--- src/rtl/mean_divider.sv ---
// mean_divider: streaming mean stage. Accumulates unsigned samples and their
// count, then divides sum by count with a bit-serial restoring divider and
// presents the mean with a one-cycle valid pulse.
// Optional build macro: MEAN_DIV_ROUND_EN (round to nearest, ties up).
module mean_divider #(
    parameter int DATA_W = 16,
    parameter int CNT_W  = 5
) (
    input  logic              clock,
    input  logic              reset,
    input  logic [DATA_W-1:0] sample_in,
    input  logic              sample_valid,
    input  logic              last,
    output logic              busy,
    output logic [CNT_W-1:0]  sample_count,
    output logic [DATA_W-1:0] mean_out,
    output logic              mean_valid,
    output logic              dropped
);

    localparam int ACC_W  = DATA_W + CNT_W;
    localparam int STEP_W = $clog2(ACC_W + 1);

    typedef enum logic [1:0] {
        ST_ACC,
        ST_DIV,
        ST_OUT
    } state_t;

    state_t             state;
    logic [ACC_W-1:0]   acc_q;
    logic [CNT_W-1:0]   count_q;
    // Dividend bits shift out at the top while quotient bits shift in at the
    // bottom, so after ACC_W steps this register holds the quotient.
    logic [ACC_W-1:0]   dvd_q;
    logic [CNT_W:0]     rem_q;
    logic [STEP_W-1:0]  step_q;

    logic [ACC_W-1:0]   acc_sum;
    logic [CNT_W-1:0]   count_inc;
    logic               scan_end;
    logic [ACC_W-1:0]   dividend_load;
    logic [CNT_W+1:0]   rem_shift;
    logic [CNT_W:0]     rem_trial;
    logic               rem_ge;

    assign sample_count = count_q;

    // Next-sum, scan termination and one restoring-division trial step.
    // NOTE: every signal gets an unconditional assignment here, so no latch is inferred.
    always_comb begin
        acc_sum   = acc_q + ACC_W'(sample_in);
        count_inc = count_q + CNT_W'(1);
        // The 31st sample (count at 2^CNT_W-2 before it) forces the end of the scan.
        scan_end  = last || (count_q == CNT_W'((1 << CNT_W) - 2));
`ifdef MEAN_DIV_ROUND_EN
        // Adding half the divisor turns truncation into round-half-up.
        dividend_load = acc_sum + ACC_W'(count_inc >> 1);
`else
        dividend_load = acc_sum;
`endif
        rem_shift = {rem_q, dvd_q[ACC_W-1]};
        rem_ge    = rem_shift >= {2'b00, count_q};
        // The shifted remainder is below twice the divisor, so the low bits suffice.
        rem_trial = rem_shift[CNT_W:0] - {1'b0, count_q};
    end

    // Control FSM with datapath: accumulate, divide, present the result.
    // NOTE: sequential state uses non-blocking assignments so all registers update together.
    always_ff @(posedge clock or posedge reset) begin
        if (reset) begin
            state      <= ST_ACC;
            acc_q      <= '0;
            count_q    <= '0;
            dvd_q      <= '0;
            rem_q      <= '0;
            step_q     <= '0;
            busy       <= 1'b0;
            mean_out   <= '0;
            mean_valid <= 1'b0;
            dropped    <= 1'b0;
        end else begin
            case (state)
                ST_ACC: begin
                    if (sample_valid) begin
                        count_q <= count_inc;
                        if (scan_end) begin
                            dvd_q  <= dividend_load;
                            rem_q  <= '0;
                            step_q <= '0;
                            acc_q  <= '0;
                            busy   <= 1'b1;
                            state  <= ST_DIV;
                        end else begin
                            acc_q <= acc_sum;
                        end
                    end
                end
                ST_DIV: begin
                    if (sample_valid) dropped <= 1'b1;
                    if (step_q == STEP_W'(ACC_W)) begin
                        // Quotient never exceeds the largest sample, so the slice is lossless.
                        mean_out   <= dvd_q[DATA_W-1:0];
                        mean_valid <= 1'b1;
                        state      <= ST_OUT;
                    end else begin
                        dvd_q  <= {dvd_q[ACC_W-2:0], rem_ge};
                        rem_q  <= rem_ge ? rem_trial : rem_shift[CNT_W:0];
                        step_q <= step_q + STEP_W'(1);
                    end
                end
                ST_OUT: begin
                    if (sample_valid) dropped <= 1'b1;
                    mean_valid <= 1'b0;
                    busy       <= 1'b0;
                    count_q    <= '0;
                    acc_q      <= '0;
                    state      <= ST_ACC;
                end
                default: state <= ST_ACC;
            endcase
        end
    end

endmodule

--- config.mk ---
export PLATFORM = sky130hd
export DESIGN_NAME = mean_divider
export DESIGN_NICKNAME = d
export VERILOG_FILES = /design/src/rtl/mean_divider.sv
export SDC_FILE = /design/constraint.sdc
export NUM_CORES = 1
export LEC_CHECK = 0
export BUFFER_PORTS_ARGS = -buffer_cell sky130_fd_sc_hd__buf_2
export CAP_MARGIN = 30
export CORE_MARGIN = 4
export CORE_UTILIZATION = 35
export CTS_CLUSTER_DIAMETER = 150
export DETAILED_ROUTE_END_ITERATION = 7
export GPL_ROUTABILITY_DRIVEN = 0
export PLACE_DENSITY_LB_ADDON = 0.2
export SLEW_MARGIN = 20
export SYNTH_ARGS = -nofsm -noshare
export SYNTH_HDL_FRONTEND = slang
export SYNTH_SLANG_ARGS = --single-unit
--- constraint.sdc ---
create_clock -name clock -period 2.35 [get_ports clock]
set_clock_uncertainty 0.1 [all_clocks]
set_input_delay 0.235 -clock clock [delete_from_list [all_inputs] [get_ports clock]]
set_output_delay 0.235 -clock clock [all_outputs]
set_load 0.02 [all_outputs]
* After elaboration in Yosys (flattened, before gate mapping)
Cells that the tools add are included.
Storage, ports and cells: input bits 20, bits in registers 79, logic and storage cells 63, output and inout port bits 24
Operators by class: $lt $le $gt $ge 1, eq/ne operators 8, reduce and logical (&&, ||, !) cells 13, muxes and demuxes 27, add/subtract/negate cells 4
Operators with widths (count):
- 21-bit 2-to-1 mux | 5
- 21-bit case mux with 2 select lines | 2
- 6-bit 2-to-1 mux | 4
- 21-bit by 16-bit adder with 21-bit output | 1
- 5-bit 2-to-1 mux | 4
- 5-bit case mux with 2 select lines | 2
- 6-bit case mux with 2 select lines | 1
- 5-bit by 1-bit adder with 5-bit output, second input constant | 2
- 5-bit == test, second input constant | 2
- 2-bit inequality test, second input constant | 4
- 2-bit AND reduction | 4
- 7-bit by 5-bit >= comparator with 1-bit output | 1
- 2-bit 2-to-1 mux | 3
- 3-bit AND reduction | 2
- 2-bit nonzero test | 3
- 6-bit by 5-bit subtractor with 6-bit output | 1
- 1-bit case mux with 2 select lines | 2
- 2-bit case mux with 2 select lines | 1
- 4-bit AND reduction | 1
- 1-bit 2-to-1 mux | 3
- 2-bit by 1-bit == test with 1-bit output, second input constant | 1
- 2-bit == test, second input constant | 1
- 2-bit logical NOT | 1
- 2-bit OR reduction | 1
- 1-bit logical OR | 1

* Depth between registers and ports, before layout
Gate-level depths: netlist of the first run.
depth in word-level cells 5, mapped depth 11, depth with buffers taken out 10

* Least setup slack after synthesis of the first run
Ideal clock, no wire load.
kind flip-flop to flip-flop, start reg count_q[3], in the netlist sample_count[3], end reg dvd_q[0], buffers on the path 2, setup slack -0.109 ns, stages on the path, launching flop included 10, period minus slack after synthesis 2.459 ns, setup time 0.126 ns, data required time 2.124 ns, arrival 2.233 ns, cells stage by stage dfrtp_1 buf_6 inv_1 ha_1 and3_1 a311o_1 a211o_1 buf_6 and2_4 a221o_1
Between the ends: cells in the longest elaborated chain, start to end 4, elaborated cells between the ends (all ways) 7, those cells by class order compare (1); eq/ne (2); mux (2); reduce/logical (2)
RTL lines:
- start, declared | line 32 | logic [CNT_W-1:0] count_q;
- start signal, assigned | line 86 | count_q <= count_inc;
- branches (longest 4 deep; another with 7-bit by 5-bit >= comparator with 1-bit output)
- end signal, assigned | line 88 | dvd_q <= dividend_load;
- end signal, assigned | line 107 | dvd_q <= {dvd_q[ACC_W-2:0], rem_ge};
- end, declared | line 35 | logic [ACC_W-1:0] dvd_q;
Parallel ways; which one is timed is not known. The select of a mux whose other input is x is not followed. A chain may end at the register's enable or synchronous reset.

* Worst setup path after layout of the first run
start reg acc_q[0], end reg acc_q[18]
Between the ends: cells in the longest elaborated chain, start to end 4
RTL lines:
- start, declared | line 31 | logic [ACC_W-1:0] acc_q;
- start signal, assigned | line 95 | acc_q <= acc_sum;
- 21-bit by 16-bit adder with 21-bit output | line 52 | acc_sum = acc_q + ACC_W'(sample_in);
- 21-bit 2-to-1 mux | line 87 | if (scan_end) begin
- 21-bit 2-to-1 mux | line 85 | if (sample_valid) begin
- 21-bit case mux with 2 select lines | line 83 | case (state)
Every way passes these cells. The select of a mux whose other input is x is not followed.

==> summary.md, run 1 <==
| Metric | Value |
|---|---|
| Unique masters post-synth | 66 |
| Clock Root Buffer | clkbuf_16 |
| Final setup vio count | 1 |
| Most common cell after layout, fill and taps aside | dfrtp_1 |
| Remaining antenna violation count | 0 |
| Slew Viols, Final | 0 |
| RSZ-0062 raised after global routing | true |
| DR vias | roughly 3.7k |
| R2R setup slack | -0.03 ns |
| I/O Buffers | 43 |
| H-tree Lvls | 3 |
| Worst Setup Start Kind | flip-flop |
| Drt pass-1 iters | 5 |
| Core area | approximately 13000 µm² |
| Post-Place Cells | between 600 and 700 |
| Core Rows | 42 |
| Syn avg cell area | 10.1 µm² |
| Register area share after synthesis | about 42% |
| Critical Path AT | 2.56 ns |
| Syn_nets | 516 |
| Drt drc | 0 |
| First-pass GRT wire length | 18700 µm |
| Critical path data required time | 2.53 ns |
| Worst-Margin Slew | approximately 0.52 ns |
| Fillers | ~1.2k |
| Multi-input gate area | ~2600 µm² |
| Clk buf depth | 2 |
| Fraction of the cycle the final worst path needs | 101% |
| Setup ws final | -0.0283 ns |
| Simple-gate share of the synthesized area | 13.8% |
| I/O pin count | 44 |
| Clock-pin transition on the worst setup and hold timing paths | around 0.06 ns |
| Initial Util | about 36% |
| Asr flop ratio synth | 100% |
| Synth Area in Adders | about 8.3% |
| CTS tree | built |
| Die Area | ~15000 µm² |
| Layout area overhead | 23.5% |
| Gr usage total | about 16% |
| CTS buffer count | 9 |
| Largest net degree at the start of global routing | between 40 and 50 |
| Vias in the first global route | 3704 |
| Nets | around 590 |
| Dpl ws | -0.110 ns |
| Failing checks | negative setup slack |
| HP Class | input pin to flip-flop |
| Fmax achieved | ~420 MHz |
| 1st-iter DRT viols | 201 |
| Peak supply drop | 0.000454 V |
| Multiplexer share of the synthesized area | 6.64% |
| Share of cells above drive strength 1 | 28.3% |
| Die Span Y | ~120 µm |
| Worst-Skew Late Latency | about 0.34 ns |
| Most frequent cells in the layout | dfrtp_1, nand2_1, buf_2, buf_4, o21ai_0 |
| CP max stage cell | dfrtp_1 |
| Final Core Density | between 40% and 50% |
| Wire length per cell | about 16 µm |
| Hpwl dp | between 8000 and 9000 µm |
| Largest family of logic cells by synthesized area | compound AO/OA/AOI/OAI gates |
| Mapped Cells | 466 |
| Post-synth top flop | dfrtp_1 |
| Finished Layout Cells | a little over 700 |
| Grt ovf | 0 |
| Hold Vio Cnt, Final | 0 |
| Slew HR | between 60% and 70% |
| Register Area | roughly 2000 µm² |
| CP Max Fanout | 3 |
| Min Tclk post-route | roughly 2.4 ns |
| Status | finished, violations left |
| Max incr delay on CP | roughly 0.35 ns |
| Vias/cell | between 5 and 6 |
| Synth Register Bits | just under 80 |
| Cell Pwr Density | between 1000 and 1500 nW/µm² |
| Synth Cell Area | about 4700 µm² |
| Power Total | between 7 and 8 mW |
| Yosys Warn Count | 0 |
| Max-Cap Viols | 0 |
| P_leak | 2.84 nW |
| Compound-Gate Fraction of Synth Area | about a fifth |
| Initial antenna violation count | 0 |
| Number of flops mapped to enable cells by yosys | 0 |
| Worst Setup End Kind | flip-flop |
| CP Cell Sequence | ha_2 -> inv_2 -> fa_2 -> and2b_1 -> o2111ai_2 -> nand3b_1 -> a31oi_4 -> nand3b_4 -> or3_4 -> nand3_2 |
| TNS Setup | -0.0283 ns |
| Antenna cells | 0 |
| CTS sink cnt | 79 |
| Crit path kind | flip-flop to flip-flop |
| Die width | about 120 µm |
| Xor and xnor area share after synthesis | 3.55% |
| WL final | approximately 11000 µm |
==> routing by layer <==
metal | routed length (µm) | vias to the layer above | share of wire, % | track usage, %
met5 | 0 | - | 0 | 0
met4 | 279 | 0 | 2.5 | 7.68
met3 | 321 | 21 | 2.8 | 2.45
met2 | 5240 | 63 | 46 | 24.3
met1 | 5540 | 1802 | 49 | 21.2
li1 | - | 1834 | - | -
==> cell families (layout without fill, tap and decap cells) <==
kind of cell	count (synthesis)	count (layout)
AO/OA/AOI/OAI	141	141
AND/OR/NAND/NOR	125	125
flip-flops	79	79
buffers and inverters	43	118
adder cells (fa/ha/maj)	30	30
multiplexers	29	29
XOR/XNOR	19	19
==> power by group <==
group	total (mW)	switching [mW]	leakage [nW]	internal (mW)
Sequential	2.23	0.386	1.03	1.84
Clock	1.72	0.574	0.173	1.14
Combinational	3.97	2.22	1.64	1.75
==> synthesized netlist by cell type (all sizes together) (4+ instances only) <==
library cell  instances  area share (%)
dfrtp                79              42
nand2                46             3.8
o21ai                44             4.8
ha                   28             7.5
a21oi                23             2.7
inv                  21             1.7
nand3                20             2.1
mux2                 17             4.1
nor2                 17             1.6
a21o                 16             2.6
a22o                 16             3.0
buf                  16             2.3
mux2i                12             2.6
xnor2                11             2.1
nor3                 10             1.2
a22oi                 9             1.4
xor2                  8             1.5
clkbuf                6            0.48
and2                  5            0.72
nand4                 5            0.67
a211oi                4            0.75
a31oi                 4            0.85
nand2b                4            0.53
nor2b                 4            0.69
==> cell type report <==
cell class / count / share of cell area [%]
clock buffers: 10 / 3.95
clock inverters: 6 / 2.29
inverters: 21 / 1.43
multi-input cells: 344 / 45.4
flip-flops and latches: 79 / 34.2
well taps: 176 / 3.80
repair buffers: 81 / 8.96
==> worst max-delay path: cells and delay by family (launching register included) <==
kind                     cells  cell delay, ns
buffers and inverters        1            0.04
adder cells (fa/ha/maj)      2            0.52
flip-flops                   1            0.35
AND/OR/NAND/NOR              5            1.03
AO/OA/AOI/OAI                2            0.28
==> state kept, by name, summed over array words and instances (netlist names) <==
name	count
state	2
busy	1
dvd_q	21
sample_count	5
dropped	1
step_q	5
acc_q	21
mean_out	16
mean_valid	1
rem_q	6
==> what timing repair did <==
action | in CTS | in global routing
hold buffers | 1 | 0
pin swaps | 5 | 16
resized for setup | 5 | 21
setup endpoints to repair | 9 | 34
hold endpoints to repair | 18 | 0
setup buffers | 2 | 6
==> per-stage QoR <==
stage	hold WS, ns	cell area (µm²)
2_1_floorplan	0.256	4700
3_3_place_gp	0.181	5240
3_5_place_dp	0.183	5240
4_1_cts	0.120	5640
5_1_grt	0.137	5790
6_report	0.141	5790
==> worst paths after layout <==
| check | from | endpoint | depth (start not counted) |
|---|---|---|---|
| worst max-delay path | acc_q[0] | acc_q[18] | 10 |
| worst min-delay path | sample_valid | dropped | 2 |
| worst max register to register | acc_q[0] | acc_q[18] | 10 |
| worst min register to register | dropped | dropped | 1 |
| max in group asynchronous | reset | sample_count[3] | 4 |
| min in group asynchronous | reset | mean_out[9] | 3 |
(Power assumes the default switching activity.)
==> run 2: changes to the inputs <==
--- a/config.mk
+++ b/config.mk
@@ -7,6 +7,7 @@
 export LEC_CHECK = 0
 export BUFFER_PORTS_ARGS = -buffer_cell sky130_fd_sc_hd__buf_2
 export CAP_MARGIN = 30
+export CORE_ASPECT_RATIO = 0.5
 export CORE_MARGIN = 4
 export CORE_UTILIZATION = 35
 export CTS_CLUSTER_DIAMETER = 150
==> run 2 against run 1 <==
The run still ends with negative setup slack left. Combinational power is 3% higher. Utilization is 1.2 points higher. Critical endpoint unchanged. Clock power is 19% lower. Final cell count is 0.42% lower. Setup slack worse by 0.038 ns. Worst hold slack worse by 0.0071 ns. Largest power group unchanged. Clock-buffer cell count is 1 lower. Die area is 0.73% higher. Via count is 0.89% higher. Highest routed layer unchanged. Sequential cell count stayed put.
==> summary.md, run 2 (synthesis gave the netlist of run 1 again) <==
| Metric | Value |
|---|---|
| Die width | around 170 µm |
| Core Rows | 29 |
| Wire length per cell | ~16 µm |
| Slew Viols, Final | 0 |
| Power Total | around 7.7 mW |
| Min Tclk post-route | roughly 2.4 ns |
| Critical path data required time | 2.52 ns |
| Max-Cap Viols | 0 |
| Crit-path leading delay family | simple AND/OR/NAND/NOR gates |
| I/O pin count | 44 |
| I/O Buffers | 43 |
| Vias/cell | between 5 and 6 |
| Die Span Y | between 80 and 90 µm |
| P_leak | roughly 2.8 nW |
| Core area | around 13000 µm² |
| Grt ovf | 0 |
| CTS buffer count | 9 |
| Clock Root Buffer | clkbuf_16 |
| CP max stage cell | dfrtp_1 |
| RSZ-0062 raised after global routing | true |
| Setup ws final | -0.0660 ns |
| DR vias | between 3k and 4k |
| HP Class | input pin to flip-flop |
| Post-Place Cells | roughly 690 |
| Max incr delay on CP | approximately 0.35 ns |
| Die Area | about 15000 µm² |
| Peak supply drop | between 0.0004 and 0.0005 V |
| Most frequent cells in the layout | dfrtp_1, nand2_1, buf_2, buf_4, o21ai_0 |
| Largest net degree at the start of global routing | 53 |
| Drt drc | 0 |
| Fraction of the cycle the final worst path needs | 103% |
| Share of cells above drive strength 1 | 29.6% |
| WL final | 11500 µm |
| Remaining antenna violation count | 0 |
| Worst-Margin Slew | 0.488 ns |
| Dpl ws | -0.0836 ns |
| Finished Layout Cells | ~710 |
| Drt pass-1 iters | 4 |
| Clock-pin transition on the worst setup and hold timing paths | approximately 0.08 ns |
| CP Max Fanout | 3 |
| Nets | 589 |
| Critical Path AT | about 2.6 ns |
| Clk buf depth | 2 |
| Hpwl dp | 8420 µm |
| Initial Util | between 30% and 40% |
| First-pass GRT wire length | a little under 20000 µm |
| Worst Setup End Kind | flip-flop |
| Slew HR | around 67% |
| Failing checks | negative setup slack |
| Vias in the first global route | between 3k and 4k |
| Cell Pwr Density | about 1300 nW/µm² |
| Antenna cells | 0 |
| Most common cell after layout, fill and taps aside | dfrtp_1 |
| Final setup vio count | 4 |
| Worst Setup Start Kind | flip-flop |
| H-tree Lvls | 3 |
| CTS sink cnt | 79 |
| Largest registers | acc_q (21), dvd_q (21), mean_out (16) |
| CTS tree | built |
| Crit path kind | flip-flop to flip-flop |
| Status | finished, violations left |
| Fmax achieved | a little over 400 MHz |
| 1st-iter DRT viols | roughly 170 |
| CP Cell Sequence | ha_2 -> inv_2 -> fa_2 -> and2b_2 -> o2111ai_4 -> nand3b_1 -> a31oi_4 -> nand3b_4 -> or3_1 -> nand3_1 |
| CP bufs+invs | 1 |
| Worst-Skew Late Latency | about 0.34 ns |
| Initial antenna violation count | 0 |
| Hold Vio Cnt, Final | 0 |
| Layout area overhead | 23.7% |
| Gr usage total | roughly 16% |
run 2: cell types whose count changed in the layout (fill, tap and decap cells not counted), sizes merged:
cell | before | now
bufinv | 4 | 0
clkinv | 1 | 2
buf | 80 | 83
clkbuf | 10 | 9
clkinvlp | 2 | 1
inv | 20 | 25
run 2: repair_timing:
item	in CTS	in global routing
resized for setup	5	32
pin swaps	4	16
hold buffers	1	0
buffers inserted	0	10
endpoints found under the setup margin	11	35
endpoints found under the hold margin	5	0
run 2: final cells by class:
cell class                      count  area [µm²]
Fill cell                        1239        7070
Multi-Input combinational cell    344        2700
Sequential cell                    79        1980
Timing Repair Buffer               84         542
Clock buffer                        9         225
Tap cell                          170         213
Inverter                           21        82.6
Clock inverter                      7        62.6
run 2: metrics by stage:
stage               hold slack (ns)  setup TNS, ns  util (%)  instance area (µm²)
CTS                           0.115         -0.246      43.1                 5550
detailed placement           0.0758         -0.434      40.7                 5240
finish                        0.134         -0.123      45.1                 5810
global route                  0.143          -1.31      45.1                 5810
global placement             0.0734         -0.115      40.7                 5240
floorplan                     0.256        -0.0536         -                 4700
run 2: power breakdown:
group	leakage, nW	total (mW)	switching, mW	internal [mW]
clock	0.145	1.40	0.655	0.744
combinational	1.65	4.07	2.24	1.83
sequential	1.03	2.22	0.382	1.84
run 2: worst paths after layout:
kind	slack [ns]	from	cells after the start	to
worst max-delay path	-0.07	acc_q[0]	10	acc_q[18]
worst min-delay path	0.13	sample_valid	3	state[0]
worst max register to register	-0.07	acc_q[0]	10	acc_q[18]
worst min register to register	0.35	dropped	1	dropped
max in group asynchronous	1.33	reset	4	acc_q[15]
min in group asynchronous	0.26	reset	3	sample_count[2]
run 2: worst min-delay path, cell delays in order:
cell and delay (ns):
buf_2 0.16, nand3_1 0.08, a21oi_1 0.06
run 2: layer usage:
metal  global-route usage, %  wire length, µm
met1                    22.3             5720
met2                    23.7             5370
met3                    3.46              337
met4                    3.92               71
met5                       0                0
